### config.mk
export PLATFORM = sky130hd
export DESIGN_NAME = msu_data_fetch
export DESIGN_NICKNAME = d
export VERILOG_FILES = /design/src/rtl/msu_data_fetch.sv
export SDC_FILE = /design/constraint.sdc
export NUM_CORES = 1
export LEC_CHECK = 0
export ABC_AREA = 1
export CAP_MARGIN = 20
export CORE_MARGIN = 4
export CORE_UTILIZATION = 35
export CTS_CLUSTER_DIAMETER = 100
export DETAILED_ROUTE_END_ITERATION = 12
export PLACE_DENSITY_LB_ADDON = 0.08
export SYNTH_ARGS = -nofsm -noshare
export SYNTH_HDL_FRONTEND = slang
export SYNTH_SLANG_ARGS = --single-unit
### constraint.sdc
create_clock -name CLK -period 8.95 [get_ports CLK]
set_input_delay 1.79 -clock CLK [delete_from_list [all_inputs] [get_ports CLK]]
set_output_delay 1.79 -clock CLK [all_outputs]
set_load 0.02 [all_outputs]
### src/rtl/msu_data_fetch.sv
`default_nettype none
// ============================================================================
// Module   : msu_data_fetch
// Brief    : MSU-1 data-port prefetcher with a 16-bit word fetch engine and a byte ring buffer.
// Revision : 1.0  initial release
// ============================================================================
module msu_data_fetch #(
    parameter int DEPTH = 16
) (
    input  logic        CLK,
    input  logic        RST_N,
    input  logic [31:0] msu_data_addr,
    input  logic        msu_data_seek,
    input  logic        msu_data_req,
    output logic [7:0]  msu_data_in,
    output logic        msu_status_data_busy,
    output logic        mem_rd,
    output logic [30:0] mem_addr,
    input  logic        mem_ack,
    input  logic [15:0] mem_dout
);

    localparam int c_AW = $clog2(DEPTH);
    localparam int c_CW = c_AW + 1;
    localparam logic [c_CW-1:0] c_REFILL_MAX = c_CW'(DEPTH - 2);

    localparam logic [1:0] c_S_IDLE  = 2'd0;
    localparam logic [1:0] c_S_REQ   = 2'd1;
    localparam logic [1:0] c_S_STALE = 2'd2;

    logic [7:0]      buf_q [DEPTH];
    logic [1:0]      state_q, state_d;
    logic [c_AW-1:0] wr_ptr_q, wr_ptr_d, rd_ptr_q, rd_ptr_d;
    logic [c_CW-1:0] count_q, count_d;
    logic [30:0]     fetch_q, fetch_d, mem_addr_q, mem_addr_d;
    logic            skip_q, skip_d, armed_q, armed_d, pend_q, pend_d, busy_q, busy_d;
    logic [7:0]      data_q, data_d;

    logic            w_ack_ok, w_req_v, w_wr1_en, w_space_ok;
    logic [1:0]      w_n_in, w_npop, w_pops;
    logic [c_CW-1:0] w_avail;
    logic [7:0]      w_wr0_data, w_rd_byte;

    assign w_ack_ok   = (state_q == c_S_REQ) && mem_ack && !msu_data_seek;
    assign w_req_v    = msu_data_req && armed_q && !msu_data_seek;
    assign w_n_in     = w_ack_ok ? (skip_q ? 2'd1 : 2'd2) : 2'd0;
    assign w_wr1_en   = w_ack_ok && !skip_q;
    assign w_wr0_data = skip_q ? mem_dout[15:8] : mem_dout[7:0];
    assign w_npop     = {1'b0, pend_q} + {1'b0, w_req_v};
    assign w_avail    = count_q + c_CW'(w_n_in);

    // A pending underflow pop and a fresh req may both land on bytes arriving in this cycle.
    always_comb begin
        w_pops = (c_CW'(w_npop) <= w_avail) ? w_npop : w_avail[1:0];
        count_d  = w_avail - c_CW'(w_pops);
        rd_ptr_d = rd_ptr_q + c_AW'(w_pops);
        wr_ptr_d = wr_ptr_q + c_AW'(w_n_in);
        pend_d   = (w_npop != w_pops);
        skip_d   = w_ack_ok ? 1'b0 : skip_q;
        fetch_d  = w_ack_ok ? fetch_q + 31'd1 : fetch_q;
        armed_d  = armed_q;
        if (msu_data_seek) begin
            count_d  = '0;
            rd_ptr_d = '0;
            wr_ptr_d = '0;
            pend_d   = 1'b0;
            skip_d   = msu_data_addr[0];
            fetch_d  = msu_data_addr[31:1];
            armed_d  = 1'b1;
        end
    end

    assign w_space_ok = (count_d <= c_REFILL_MAX);

    always_comb begin
        state_d = state_q;
        case (state_q)
            c_S_IDLE:  if (armed_d && w_space_ok) state_d = c_S_REQ;
            c_S_REQ: begin
                if (mem_ack)            state_d = w_space_ok ? c_S_REQ : c_S_IDLE;
                else if (msu_data_seek) state_d = c_S_STALE;
            end
            c_S_STALE: if (mem_ack) state_d = w_space_ok ? c_S_REQ : c_S_IDLE;
            default:   state_d = c_S_IDLE;
        endcase
    end

    // Forward freshly written bytes so the output is valid the cycle after the ack.
    always_comb begin
        w_rd_byte = buf_q[rd_ptr_d];
        if (w_ack_ok && (rd_ptr_d == wr_ptr_q))
            w_rd_byte = w_wr0_data;
        if (w_wr1_en && (rd_ptr_d == wr_ptr_q + c_AW'(1)))
            w_rd_byte = mem_dout[15:8];
    end

    assign data_d     = (count_d != '0) ? w_rd_byte : data_q;
    assign busy_d     = armed_d && (count_d == '0);
    assign mem_addr_d = (state_d == c_S_REQ) ? fetch_d : mem_addr_q;

    always_ff @(posedge CLK) begin
        if (w_ack_ok) begin
            buf_q[wr_ptr_q] <= w_wr0_data;
            if (w_wr1_en)
                buf_q[wr_ptr_q + c_AW'(1)] <= mem_dout[15:8];
        end
    end

    always_ff @(posedge CLK or negedge RST_N) begin
        if (!RST_N) begin
            state_q    <= c_S_IDLE;
            wr_ptr_q   <= '0;
            rd_ptr_q   <= '0;
            count_q    <= '0;
            fetch_q    <= '0;
            mem_addr_q <= '0;
            skip_q     <= 1'b0;
            armed_q    <= 1'b0;
            pend_q     <= 1'b0;
            busy_q     <= 1'b0;
            data_q     <= 8'h00;
        end else begin
            state_q    <= state_d;
            wr_ptr_q   <= wr_ptr_d;
            rd_ptr_q   <= rd_ptr_d;
            count_q    <= count_d;
            fetch_q    <= fetch_d;
            mem_addr_q <= mem_addr_d;
            skip_q     <= skip_d;
            armed_q    <= armed_d;
            pend_q     <= pend_d;
            busy_q     <= busy_d;
            data_q     <= data_d;
        end
    end

    assign mem_rd               = (state_q != c_S_IDLE);
    assign mem_addr             = mem_addr_q;
    assign msu_data_in          = data_q;
    assign msu_status_data_busy = busy_q;

endmodule
`default_nettype wire

==> parameters.txt <==
Parameter                              Value

Floorplanning
  Total Die Area ... between 30000 and 40000 sq um
  Number of top-level design ports ... 94
  Placement row count ... 67
  Overall die width ... 193 microns
  Core area ... 33700 sq um
  Starting density of the core ... 35.6%
  Vert. Die Dim ... 193 microns

Critical path
  Startpoint-to-endpoint class of the critical path ... primary input to flop
  Largest delay contributor family on the critical path ... simple AND/OR/NAND/NOR gates
  Crit path largest cell delay ... approximately 630 ps
  Worst-path cell with the longest stage delay ... clkdlybuf4s50_1
  Worst Path Max Fanout ... 18
  Arr. time, crit path ... 7080 ps
  Most used cell along the critical path ... nand2_1
  Buffers & Inverters on Critical Path ... 5
  CP Capture Type ... flop
  Setup crit start kind ... primary input
  Data required, critical path ... 9370 ps

CTS
  Post-CTS resize count ... 0
  Clock H-tree levels ... 1
  CTS tree ... built
  Number of buffers inserted by post-CTS setup repair ... 0
  Clock tree sinks ... between 200 and 250
  Number of buffers inserted during clock tree synthesis ... 26
  Worst skew pair latency ... between 500 and 600 ps
  Number of buffers on the longest clock path ... 3
  Clock-pin transition on the worst setup and hold timing paths ... 60 ps
  Hold-fix buffers, CTS ... 0
  Clock tree root buffer cell ... clkbuf_16

Finish
  Final design utilization ... 42.2%
  Count of nets after finishing ... 1561
  P&R area growth vs syn ... 18.5%
  Fraction of layout instances using a drive strength above 1 ... roughly 8.4%
  Antenna diode count ... 0
  Total of fill cells in the finished design ... 3394
  Area used by multi-input combinational logic ... 5180 sq um
  Sequential cell area ... 6070 sq um

STA
  Final Hold Violating Endpoints ... 0
  Highest clock rate ... 150 MHz
  Fin Clk Skew ... 9.54 ps
  Setup repair after global routing missed its margin ... no
  Ratio of final minimum period to clock period ... approximately three quarters
  Relative slew margins ... 23.3%
  Pin slew with the least headroom to its limit ... approximately 1200 ps
  Final worst-path setup slack ... roughly 2300 ps
  Hold slack final ... around 490 ps
  Shortest period the worst path allows ... 6660 ps
  Finish-stage setup viols ... 0
  Final slew viol count ... 0
  Final sum of negative setup slack ... 0 ps

Yosys
  Part of the Yosys area used for sequential elements ... 50.6%
  Largest family of logic cells by synthesized area ... simple AND/OR/NAND/NOR gates
  Most frequently used flop master after synthesis ... edfxtp_1
  Syn_area_per_cell ... 8.43 sq um
  Async S/R FF share, synth ... between 40% and 50%
  Cell variety after synth ... 46
  Warnings from Yosys ... 0
  Library cell with the highest instance count after synthesis ... nand2_1
  Area share of the leading cell type in the synthesized netlist ... 32.0%
  Instance count of the mapped netlist ... 1423
  Simple-gate share of the synthesized area ... between 20% and 30%
  Most common library cells after synthesis ... nand2_1, o21ai_0, edfxtp_1
  Most area-consuming cells after synthesis ... edfxtp_1, dfrtp_1, nand2_1
  Mux cell area share after synthesis ... 0%
  Total standard cell area after synthesis ... 12000 sq um
  Count of flip-flops with a built-in enable after synthesis ... ~130
  XOR/XNOR Fraction of Synth Area ... 1.61%
  Flops & latches, synth ... 217
  Fraction of the mapped netlist area in compound gates ... ~14%
  Yosys top cell by area ... edfxtp_1
  Post-Synthesis Net Count ... around 1500
  Area share of fa/ha/maj cells after synthesis ... 1.88%

Power and ir drop
  Leakage dissipation ... 5.81 nW
  Comb power frac ... between 40% and 50%
  Switch share ... approximately two fifths
  Maximum VDD drop ... 0.000165 V
  Clock share of power ... 26.5%
  Sw power ... roughly 1.8 mW
  Ratio of total power to cell area ... 306 nW/um^2
  Register share of total power ... 30.4%
  Internal power ... 2.58 mW

Global route
  Largest net degree at the start of global routing ... 70
  Number of antenna violations at the first check in global routing ... 0
  Global-route wire length before repair ... about 58 mm
  Remaining Overflow, GRT ... 0
  Via count of the first global-routing pass ... 9829
  Total routing resource utilization after global routing ... 19.9%

Place
  Detailed placement HPWL ... ~26 mm
  Gp weighted congestion ... 0.909
  Post-placement worst setup slack ... 1720 ps
  Port buffer count ... 93

Detailed routing
  WL per Instance ... 18.9 microns
  Count of antenna-violating nets left after detailed routing ... 0
  First-pass iteration count of the detailed router ... 6
  Number of vias per cell after detailed routing ... 5.13
  # DRC ... 0
  Total wire length ... between 30 and 40 mm
  DRC violation total after the first TritonRoute iteration ... 939
  Vias after detailed routing ... 10000

Status
  Outcome ... complete, no violations

Min path
  Min-Delay Path Class ... flop to flop

Flow run
  Count of max-cap constraint violations ... 0
[cells in the final DEF (no fill, tap or decap), types with 2 or more instances in the layout]
master,n
nor4_1,3
nor2_4,6
xor2_1,16
o211ai_1,3
bufinv_16,5
nand3_4,8
o21ai_2,2
nand2_1,399
o21ai_0,216
o22ai_1,41
nand2_2,17
a21oi_1,15
nand4_1,31
clkbuf_16,27
o21ai_1,21
nand4_2,2
nor3_1,8
buf_4,17
nor2_8,2
xnor2_1,6
inv_2,7
nand3_2,6
nand2_4,4
clkinv_1,6
clkbuf_1,7
dfrtp_1,89
nor3_4,2
nor2_1,107
clkdlybuf4s50_1,91
inv_1,101
o31ai_1,2
clkbuf_8,3
nand3_1,70
edfxtp_1,128
nor2_2,6
ha_1,18
clkinv_2,3
[per-layer routing]
layer | GRT usage, % | wire length [microns]
met1 | 28.0 | 16800
met2 | 31.6 | 16800
met3 | 3.17 | 2140
met4 | 6.51 | 1270
met5 | 0 | 0
[layout make-up]
class	instances	share of cell area, %
clock buffer	37	5.23
clock inverter	10	1.24
inverter	113	2.98
multi-input combinational	1022	36.5
sequential	217	42.7
tap	448	3.94
timing repair buffer	110	7.42
[worst paths after layout]
kind / start / to / slack (ps) / cells past startpoint
setup / recovery: mem_ack / msu_data_in[6] / 2290 / 30
hold / removal: armed_q / armed_q / 490 / 2
setup reg to reg: skip_q / msu_data_in[6] / 3550 / 26
hold reg to reg: armed_q / armed_q / 490 / 2
max in group asynchronous: RST_N / mem_addr[9] / 6570 / 2
min in group asynchronous: RST_N / armed_q / 1150 / 1
[power groups by stage]
stage | Clock (mW) | Sequential (mW) | Combinational, mW
after floorplan | 0 | 1.41 | 1.19
after global placement | 0 | 1.35 | 1.88
after detailed placement | 0 | 1.34 | 1.88
after CTS | 1.17 | 1.33 | 1.89
after global routing | 1.22 | 1.34 | 2.11
final | 1.15 | 1.32 | 1.87
[per-stage QoR]
stage,instance area [sq um],cells,total power [mW]
final,14200,1957,4.35
after CTS,14200,1954,4.39
after global routing,14200,1957,4.68
after floorplan,12000,1423,2.60
after detailed placement,13300,1907,3.22
after global placement,13300,1906,3.23
[kinds of logic after synthesis]
kind of cell,Yosys count
AO/OA/AOI/OAI,306
XOR/XNOR,22
adder cells (fa/ha/maj),18
buffers and inverters,184
flip-flops,217
AND/OR/NAND/NOR,676
[state kept, by name (all words and copies together) (netlist names)]
| register | cells |
|---|---|
| buf_q | 128 |
| skip_q | 1 |
| rd_ptr_q | 4 |
| wr_ptr_q | 4 |
| armed_q | 1 |
| msu_status_data_busy | 1 |
| mem_addr | 31 |
| state_q | 2 |
| pend_q | 1 |
| fetch_q | 31 |
| msu_data_in | 8 |
| count_q | 5 |
[worst reg2reg max path: cells and delay by family (launching register included)]
kind                       cells  cell delay, ps
and+or+nand+nor               14            1770
adders and majority gates      5            1260
buffers and inverters          4            1100
DFF                            1             750
AOI/OAI and AO/OA              3             400
No activity file was read; power rests on OpenSTA's default activity.
